`src/rtl/branch_resolve_unit.sv`:
```
// ============================================================================
// branch_resolve_unit
// ----------------------------------------------------------------------------
// Resolves RV32I control-transfer ops (BRANCH / JAL / JALR) handed over by
// decode/ALU issue. A jump, or any op that turns out to be illegal, resolves
// straight from the issue inputs. A conditional branch waits one cycle so the
// ALU can register the RS1-RS2 compare flags, and then resolves from those
// flags. The result sits in registers until the fetch-redirect / writeback
// consumer takes it. Only one op is in flight at a time.
//
// Ports
//   clk        in   1        clock, all state on the rising edge
//   rst        in   1        asynchronous, active-high reset
//   br_valid   in   1        op presented
//   br_ready   out  1        unit can accept an op (high only when idle)
//   opcode     in   7        1100011 BRANCH, 1101111 JAL, 1100111 JALR
//   funct3     in   3        branch condition
//   pc         in   N        PC of the op
//   offset     in   N        sign-extended B/J/I immediate
//   rs1_data   in   N        JALR base register value
//   flag_reg   in   FLAG_W   registered ALU flags {N,Z,C,V}, C=1 means no borrow
//   res_valid  out  1        result held valid
//   res_ready  in   1        consumer accepts the result
//   taken      out  1        control transfer occurs
//   next_pc    out  N        redirect target when taken, otherwise PC+4
//   link_we    out  1        JAL/JALR writes rd
//   link_data  out  N        PC+4
//   misalign   out  1        taken target not word aligned
//   illegal    out  1        unknown opcode, or BRANCH with funct3 010/011
//   stat_br    out  32       branches resolved  (only with BRU_STATS_EN)
//   stat_tk    out  32       branches taken     (only with BRU_STATS_EN)
//
// Build option
//   BRU_STATS_EN  when defined, adds the stat_br / stat_tk counters and ports.
// ============================================================================
module branch_resolve_unit #(
    parameter int N      = 32,
    parameter int FLAG_W = 4
) (
    input  logic              clk,
    input  logic              rst,
    input  logic              br_valid,
    output logic              br_ready,
    input  logic [6:0]        opcode,
    input  logic [2:0]        funct3,
    input  logic [N-1:0]      pc,
    input  logic [N-1:0]      offset,
    input  logic [N-1:0]      rs1_data,
    input  logic [FLAG_W-1:0] flag_reg,
    output logic              res_valid,
    input  logic              res_ready,
    output logic              taken,
    output logic [N-1:0]      next_pc,
    output logic              link_we,
    output logic [N-1:0]      link_data,
    output logic              misalign,
    output logic              illegal
`ifdef BRU_STATS_EN
    ,
    output logic [31:0]       stat_br,
    output logic [31:0]       stat_tk
`endif
);

    localparam logic [6:0] OP_BRANCH = 7'b1100011;
    localparam logic [6:0] OP_JAL    = 7'b1101111;
    localparam logic [6:0] OP_JALR   = 7'b1100111;

    typedef enum logic [1:0] {
        IDLE,
        WAIT_FLAGS,
        DONE
    } state_t;

    state_t state;

    // Branch fields held across the flag-wait cycle; the issue inputs are
    // free to change once the op has been accepted.
    logic [N-1:0] cap_pc;
    logic [N-1:0] cap_offset;
    logic [2:0]   cap_funct3;

    // Operand sources for the resolver.
    logic         sel_wait;
    logic [6:0]   src_opcode;
    logic [2:0]   src_funct3;
    logic [N-1:0] src_pc;
    logic [N-1:0] src_offset;

    logic         is_branch;
    logic         is_jal;
    logic         is_jalr;
    logic         is_legal;
    logic         cond_true;
    logic         wants_transfer;
    logic [N-1:0] base;
    logic [N-1:0] sum;
    logic [N-1:0] target;
    logic [N-1:0] seq_pc;

    logic         r_taken;
    logic [N-1:0] r_next_pc;
    logic         r_link_we;
    logic         r_misalign;
    logic         r_illegal;

    logic         accept;
    logic         load_result;

    // Resolver. While waiting for flags only a captured branch can be in
    // flight, so the opcode is forced to BRANCH and the captured fields are
    // used. In IDLE the live issue inputs are used; that path only ever loads
    // a result for jumps and illegal ops, so a JALR base never needs capturing.
    always_comb begin
        sel_wait   = (state == WAIT_FLAGS);
        src_opcode = sel_wait ? OP_BRANCH  : opcode;
        src_funct3 = sel_wait ? cap_funct3 : funct3;
        src_pc     = sel_wait ? cap_pc     : pc;
        src_offset = sel_wait ? cap_offset : offset;

        is_branch = (src_opcode == OP_BRANCH);
        is_jal    = (src_opcode == OP_JAL);
        is_jalr   = (src_opcode == OP_JALR);
        is_legal  = (is_branch && (src_funct3 != 3'b010) && (src_funct3 != 3'b011))
                    || is_jal || is_jalr;

        // flag_reg = {N, Z, C, V}
        cond_true = 1'b0;
        case (src_funct3)
            3'b000:  cond_true = flag_reg[2];
            3'b001:  cond_true = ~flag_reg[2];
            3'b100:  cond_true = flag_reg[3] ^ flag_reg[0];
            3'b101:  cond_true = ~(flag_reg[3] ^ flag_reg[0]);
            3'b110:  cond_true = ~flag_reg[1];
            3'b111:  cond_true = flag_reg[1];
            default: cond_true = 1'b0;
        endcase

        base   = is_jalr ? rs1_data : src_pc;
        sum    = base + src_offset;
        target = is_jalr ? {sum[N-1:1], 1'b0} : sum;
        seq_pc = src_pc + N'(4);

        wants_transfer = is_jal || is_jalr || (is_branch && cond_true);

        // A transfer to a non word-aligned target is suppressed and flagged
        // instead; the op then behaves as a fall-through with no link write.
        r_misalign = is_legal && wants_transfer && (target[1:0] != 2'b00);
        r_taken    = is_legal && wants_transfer && !r_misalign;
        r_next_pc  = r_taken ? target : seq_pc;
        r_link_we  = is_legal && (is_jal || is_jalr) && !r_misalign;
        r_illegal  = !is_legal;

        accept      = (state == IDLE) && br_valid;
        load_result = (accept && !(is_branch && is_legal)) || sel_wait;
    end

    // Control FSM with all handshake and result outputs registered.
    // A legal branch detours through WAIT_FLAGS so that the flags registered
    // by the ALU on the accept edge are sampled on the following edge.
    // Retiring drops back to IDLE without accepting in the same cycle.
    always_ff @(posedge clk or posedge rst) begin
        if (rst) begin
            state      <= IDLE;
            br_ready   <= 1'b1;
            res_valid  <= 1'b0;
            taken      <= 1'b0;
            next_pc    <= '0;
            link_we    <= 1'b0;
            link_data  <= '0;
            misalign   <= 1'b0;
            illegal    <= 1'b0;
            cap_pc     <= '0;
            cap_offset <= '0;
            cap_funct3 <= '0;
        end else begin
            case (state)
                IDLE: begin
                    if (accept) begin
                        br_ready   <= 1'b0;
                        cap_pc     <= pc;
                        cap_offset <= offset;
                        cap_funct3 <= funct3;
                        if (is_branch && is_legal) begin
                            state <= WAIT_FLAGS;
                        end else begin
                            state <= DONE;
                        end
                    end
                end
                WAIT_FLAGS: begin
                    state <= DONE;
                end
                DONE: begin
                    if (res_ready) begin
                        state     <= IDLE;
                        res_valid <= 1'b0;
                        br_ready  <= 1'b1;
                    end
                end
                default: begin
                    state     <= IDLE;
                    res_valid <= 1'b0;
                    br_ready  <= 1'b1;
                end
            endcase

            if (load_result) begin
                res_valid <= 1'b1;
                taken     <= r_taken;
                next_pc   <= r_next_pc;
                link_we   <= r_link_we;
                link_data <= seq_pc;
                misalign  <= r_misalign;
                illegal   <= r_illegal;
            end
        end
    end

`ifdef BRU_STATS_EN
    // Only well-formed, aligned conditional branches are counted; the
    // decision is latched with the result and applied when it retires.
    logic r_counted;
    logic counted;

    always_comb begin
        r_counted = is_branch && is_legal && !r_misalign;
    end

    always_ff @(posedge clk or posedge rst) begin
        if (rst) begin
            counted <= 1'b0;
            stat_br <= '0;
            stat_tk <= '0;
        end else begin
            if (load_result) begin
                counted <= r_counted;
            end
            if ((state == DONE) && res_ready && counted) begin
                stat_br <= stat_br + 32'd1;
                if (taken) begin
                    stat_tk <= stat_tk + 32'd1;
                end
            end
        end
    end
`endif

endmodule
```
`config.mk`:
```
export PLATFORM = sky130hd
export DESIGN_NAME = branch_resolve_unit
export DESIGN_NICKNAME = d
export VERILOG_FILES = /design/src/rtl/branch_resolve_unit.sv
export SDC_FILE = /design/constraint.sdc
export NUM_CORES = 1
export LEC_CHECK = 0
export ABC_AREA = 1
export CAP_MARGIN = 20
export CORE_MARGIN = 5
export CORE_UTILIZATION = 58
export CTS_CLUSTER_DIAMETER = 150
export DETAILED_ROUTE_END_ITERATION = 7
export PLACE_DENSITY = 0.89
export SKIP_CTS_REPAIR_TIMING = 1
export SYNTH_ARGS = -nofsm -noshare
export SYNTH_HDL_FRONTEND = slang
export SYNTH_SLANG_ARGS = --single-unit
export TNS_END_PERCENT = 20
```
`constraint.sdc`:
```
create_clock -name clk -period 10.7 [get_ports clk]
set_clock_uncertainty 0.05 [all_clocks]
set_input_delay 2.14 -clock clk [delete_from_list [all_inputs] [get_ports clk]]
set_output_delay 2.14 -clock clk [all_outputs]
set_load 0.03 [all_outputs]
```
==> impl_metrics.env, run 1 <==
export IMPL_mappedNetlistArea_mm2=0.0103
export IMPL_period_minus_slack_ns=6.06
export IMPL_clkTransAtPathRegs_ns=0.07
export IMPL_layout_common_cells="nand2_1, inv_1, clkdlybuf4s50_1"
export IMPL_clockBufferDepth=2
export IMPL_final_hold_violation_count=0
export IMPL_fin_tns_setup_ns=0
export IMPL_maxCapViolCount=0
export IMPL_grt_overflow=0
export IMPL_numCtsBuffers=17
export IMPL_antenna_left=0
export IMPL_drt_pass1_iterations=6
export IMPL_cp_data_required_time_ns=11.02
export IMPL_num_vias=11500
export IMPL_finalSetupViolations=0
export IMPL_holdWs_ns=0.426
export IMPL_slew_headroom_pct=34.3
export IMPL_fin_nets=1936
export IMPL_synth_cells=1639
export IMPL_rsz0062_at_grt="false"
export IMPL_arrival_ns=6.38
export IMPL_grt_pass1_wl_um=57800
export IMPL_wirelength_um=37300
export IMPL_syn_nets=1787
export IMPL_leakagePower_uw=0.00675
export IMPL_die_h_um=143
export IMPL_drv_slew=0
export IMPL_peakVddDrop_mv=0.137
export IMPL_fmax_ghz=0.165
export IMPL_ff2ff_setup_slack_ns=5.51
export IMPL_clk_latency_ns=0.44
export IMPL_critPathLaunchType="input port"
export IMPL_dp_hpwl_um=29500
export IMPL_drc=0
export IMPL_wl_per_cell_um=18.4
export IMPL_die_x_um=143
export IMPL_whs_path_depth=2
export IMPL_worst_pin_slew_ns=0.985
export IMPL_cts_tree="done"
export IMPL_status="complete, no violations"
export IMPL_num_rows=48
export IMPL_grt_pass1_vias=10700
export IMPL_start_util_pct=59.3
export IMPL_grt_max_degree=99
export IMPL_grt_usage_pct=37.0
export IMPL_cts_root_buf="clkbuf_16"
export IMPL_antenna_cells=0
export IMPL_vias_per_cell=5.66
export IMPL_dieArea_mm2=0.0204
export IMPL_yosys_area_top_type="dfrtp_1"
export IMPL_min_to="link_data[5]"
export IMPL_htreeDepth=4
export IMPL_final_common_cell="nand2_1"
export IMPL_powerDensity_mw_per_mm2=156
export IMPL_synth_distinct_cells=39
export IMPL_yosysSeqAreaShare_pct=33.9
export IMPL_syn_to_final_growth_pct=24.2
export IMPL_yosysTopAreaCellShare_pct=33.7
export IMPL_hold_class="reg2reg"
export IMPL_end_kind="flip-flop"
export IMPL_r2r_end="next_pc[14]"
export IMPL_cts_sinks=139
export IMPL_syn_mean_instance_area_um2=6.26
export IMPL_worstSetupPathType="in2reg"
export IMPL_reg2reg_depth=19
export IMPL_yosys_warnings=0
export IMPL_post_route_period_util_pct=56.7
export IMPL_drive_above_1_share_pct=5.11
export IMPL_core_area_mm2=0.0173
export IMPL_antenna_found_initial=1
export IMPL_io_buffers=183
export IMPL_ys_ff_latch=139
export IMPL_timing_rr_start="state[0]"
export IMPL_pin_count=184
export IMPL_min_from="link_data[5]"
export IMPL_crit_fanout=46
export IMPL_synth_area_top_cells="dfrtp_1, nand2_1, inv_1"
export IMPL_place_congestion=1.05
export IMPL_drtIter0Drc=1372
## worst max-delay path: stages
cell and delay, ns:
clkdlybuf4s50_1 0.50, nand3_1 0.08, nor2_1 0.20, nand2_2 0.29
inv_2 0.70, nand2_1 0.11, nand2_1 0.09, ha_1 0.21
fa_1 0.44, a21oi_2 0.11, buf_4 0.29, inv_1 0.11
a21oi_1 0.74, nand3_1 0.20, nand3_1 0.13
## metal layers
metal  share of wire [%]  vias to the layer above  global-route usage, %
li1                    -                     5395                      -
met1                  39                     5203                   50.8
met2                  43                      745                   55.3
met3                  12                      113                   8.71
met4                 5.3                        2                   17.5
met5               0.038                        -                      0
## synth_stat cells
cell,instances
a21boi_0,1
a21oi_1,22
a21oi_2,1
a31oi_1,12
a41oi_2,1
and2_1,9
buf_1,4
buf_12,1
buf_2,21
buf_4,5
buf_6,2
clkbuf_1,27
dfrtp_1,138
dfstp_2,1
fa_1,1
ha_1,33
inv_1,204
inv_2,11
nand2_1,707
nand2_2,20
nand2_4,1
nand3_1,121
nand3_2,1
nand3b_1,4
nand4_1,22
nor2_1,97
nor2_2,8
nor2_4,2
nor3_1,6
o211ai_2,1
o21a_1,2
o21ai_0,110
o21ai_1,9
o21ai_2,1
o21ai_4,1
o21bai_1,2
or2_2,1
xnor2_1,7
xor2_1,22
## report_power, final
part	leakage, uW	total, uW	switching (uW)	internal (uW)
sequential	0.00171	698	60.8	637
combinational	0.00476	690	438	251
clock	0.000283	604	290	315
total	0.00675	1990	789	1200
## area by class of cell
| type | count | area (um2) |
|---|---|---|
| Tap cell | 225 | 282 |
| Inverter | 215 | 812 |
| Sequential cell | 139 | 3480 |
| Clock inverter | 15 | 173 |
| Multi-Input combinational cell | 1225 | 5680 |
| Timing Repair Buffer | 190 | 1880 |
| Clock buffer | 17 | 425 |
| Fill cell | 1388 | 4560 |
## cells by family (layout without fill, tap and decap cells)
kind of cell / count (synthesis) / after routing / share of synthesized area, %
compound gates: 163 / 163 / 8.59
xor+xnor: 29 / 29 / 2.48
fa+ha+maj: 34 / 34 / 4.22
buf+inv: 275 / 437 / 10.8
flops: 139 / 139 / 33.9
simple gates: 999 / 999 / 40.0
## flip-flops by register name (all words and copies together) (netlist names)
| register | count |
|---|---|
| misalign | 1 |
| cap_offset | 32 |
| link_data | 32 |
| state | 2 |
| next_pc | 32 |
| cap_pc | 32 |
| taken | 1 |
| illegal | 1 |
| cap_funct3 | 3 |
| link_we | 1 |
| res_valid | 1 |
| br_ready | 1 |
## worst max path at each step
stage                   start            end  slack, ns
CTS                 opcode[1]    next_pc[14]       4.74
detailed placement  opcode[0]    next_pc[14]       4.28
global route        opcode[3]    next_pc[14]       4.29
global placement    opcode[3]    next_pc[13]       4.43
finish              opcode[1]    next_pc[11]       4.64
floorplan                 rst  cap_funct3[0]       4.79
## per-stage QoR
step | area [um2] | total power [uW] | setup slack [ns] | cells | utilization (%)
floorplan | 10300 | 1090 | 4.79 | 1639 | -
global placement | 12100 | 1360 | 4.43 | 1994 | 70.2
detailed placement | 12100 | 1380 | 4.28 | 1994 | 70.2
CTS | 12700 | 1980 | 4.74 | 2026 | 73.7
global route | 12700 | 2080 | 4.29 | 2026 | 73.7
finish | 12700 | 1990 | 4.64 | 2026 | 73.7
Power figures use the tool's default switching activity.
==> inputs of run 2 (changes only) <==
Settings changed: CORE_UTILIZATION 58 to 49, PLACE_DENSITY 0.89 to 0.8.
Clock period 10.7 ns to 5.35 ns, I/O delays scaled along.
==> impl_metrics.env, run 2 (synthesized netlist as in run 1, its figures left out) <==
export IMPL_io_buffers=183
export IMPL_numCtsBuffers=17
export IMPL_wirelength_um=39900
export IMPL_post_place_cells=2053
export IMPL_htreeDepth=4
export IMPL_post_route_period_util_pct=79.9
export IMPL_worst_pin_slew_ns=0.900
export IMPL_final_common_cell="nand2_1"
export IMPL_place_congestion=0.975
export IMPL_arrival_ns=4.56
export IMPL_p_int_uw=2490
export IMPL_swShare_pct=38.6
export IMPL_drtIter0Drc=1097
export IMPL_grt_max_degree=98
export IMPL_start_util_pct=49.3
export IMPL_cts_tree="done"
export IMPL_end_kind="flip-flop"
export IMPL_fin_area_mm2=0.0129
export IMPL_critPathLaunchType="input port"
export IMPL_finalSetupViolations=0
export IMPL_cp_data_required_time_ns=5.64
export IMPL_num_vias=11300
export IMPL_drv_slew=0
export IMPL_rsz0062_at_grt="false"
export IMPL_fin_tns_setup_ns=0
export IMPL_powerDensity_mw_per_mm2=315
export IMPL_status="complete, no violations"
export IMPL_antenna_found_initial=0
export IMPL_clock_power_share_pct=31.6
export IMPL_die_x_um=155
export IMPL_drc=0
export IMPL_cts_root_buf="clkbuf_16"
export IMPL_dieArea_mm2=0.0239
export IMPL_final_util_pct=61.9
export IMPL_grt_usage_pct=33.1
export IMPL_clk_latency_ns=0.44
export IMPL_clkTransAtPathRegs_ns=0.08
export IMPL_power_total_uw=4060
export IMPL_leakagePower_uw=0.00681
export IMPL_core_area_mm2=0.0208
export IMPL_vias_per_cell=5.40
export IMPL_grt_pass1_vias=10700
export IMPL_grt_pass1_wl_um=61100
export IMPL_pin_count=184
export IMPL_final_hold_violation_count=0
export IMPL_crit_fanout=20
export IMPL_fin_cells=2085
export IMPL_switching_power_uw=1570
export IMPL_syn_to_final_growth_pct=25.7
export IMPL_ff2ff_setup_slack_ns=1.10
export IMPL_die_h_um=155
export IMPL_p_seq_share_pct=34.4
export IMPL_layout_common_cells="nand2_1, inv_1, clkdlybuf4s50_1"
export IMPL_fin_nets=1945
export IMPL_fmax_ghz=0.234
export IMPL_drive_above_1_share_pct=5.58
export IMPL_wl_per_cell_um=19.1
export IMPL_cts_sinks=139
export IMPL_dpl_instance_area_mm2=0.0123
export IMPL_hold_class="reg2reg"
export IMPL_n_fill_cell=1983
export IMPL_grt_overflow=0
export IMPL_antenna_left=0
export IMPL_maxCapViolCount=0
export IMPL_dp_hpwl_um=32500
export IMPL_pwr_share_comb_pct=34.0
export IMPL_peakVddDrop_mv=0.209
export IMPL_num_rows=53
export IMPL_drt_pass1_iterations=6
export IMPL_antenna_cells=0
export IMPL_slew_headroom_pct=39.4
export IMPL_worstSetupPathType="in2reg"
export IMPL_period_minus_slack_ns=4.27
export IMPL_clockBufferDepth=2
run 2: changes by cell type in the layout (fill, tap and decap cells not counted):
cell	before	now
clkinvlp_4	3	2
clkinv_8	4	3
inv_6	3	6
bufinv_16	0	2
clkinv_4	0	1
buf_4	7	16
inv_8	6	2
run 2: path summary, 6_finish.rpt:
check / from / end / depth (start not counted)
min: link_data[0] / link_data[0] / 2
max: opcode[0] / next_pc[28] / 20
min reg2reg: link_data[0] / link_data[0] / 2
max reg2reg: state[1] / next_pc[17] / 16
max in group asynchronous: rst / cap_offset[20] / 3
min in group asynchronous: rst / res_valid / 2
run 2: stage by stage:
step	setup slack (ns)	hold WS, ns
after CTS	1.13	0.426
after global placement	0.555	0.405
after floorplan	0.507	0.398
after global routing	0.768	0.451
after detailed placement	0.689	0.407
final	1.08	0.421
run 2: power by group through the flow:
stage	clock (uW)	combinational, uW	sequential [uW]
floorplan	0	574	1620
global placement	0	1360	1400
detailed placement	0	1370	1410
CTS	1290	1380	1390
global route	1330	1500	1420
finish	1280	1380	1400
run 2: cell type report:
type	instances	area (um2)	area share, %
Inverter	215	812	6.30
Sequential cell	139	3480	27.0
Multi-Input combinational cell	1225	5680	44.1
Timing Repair Buffer	199	1950	15.1
Clock inverter	15	199	1.54
Tap cell	275	344	2.67
Clock buffer	17	425	3.30
run 2: routing by layer:
| layer | share of wire (%) | track usage (%) |
|---|---|---|
| met1 | 42 | 45.0 |
| met2 | 44 | 51.7 |
| met3 | 9.0 | 7.08 |
| met4 | 4.3 | 13.3 |
| met5 | 0 | 0 |
run 2: critical path: stages:
cell and delay (ns):
clkdlybuf4s50_1 0.51, nand3_1 0.09, nor2_1 0.20, nand2_2 0.11, inv_2 0.26, buf_4 0.27
o21ai_0 0.17, ha_1 0.42, nand2_1 0.15, nor2_1 0.16, inv_1 0.09, nor3_1 0.25
and2_1 0.18, nand2_1 0.09, nand2_1 0.08, nand2_1 0.05, nand2_1 0.13, nand3_1 0.10
nand3_1 0.11, nand2_1 0.05
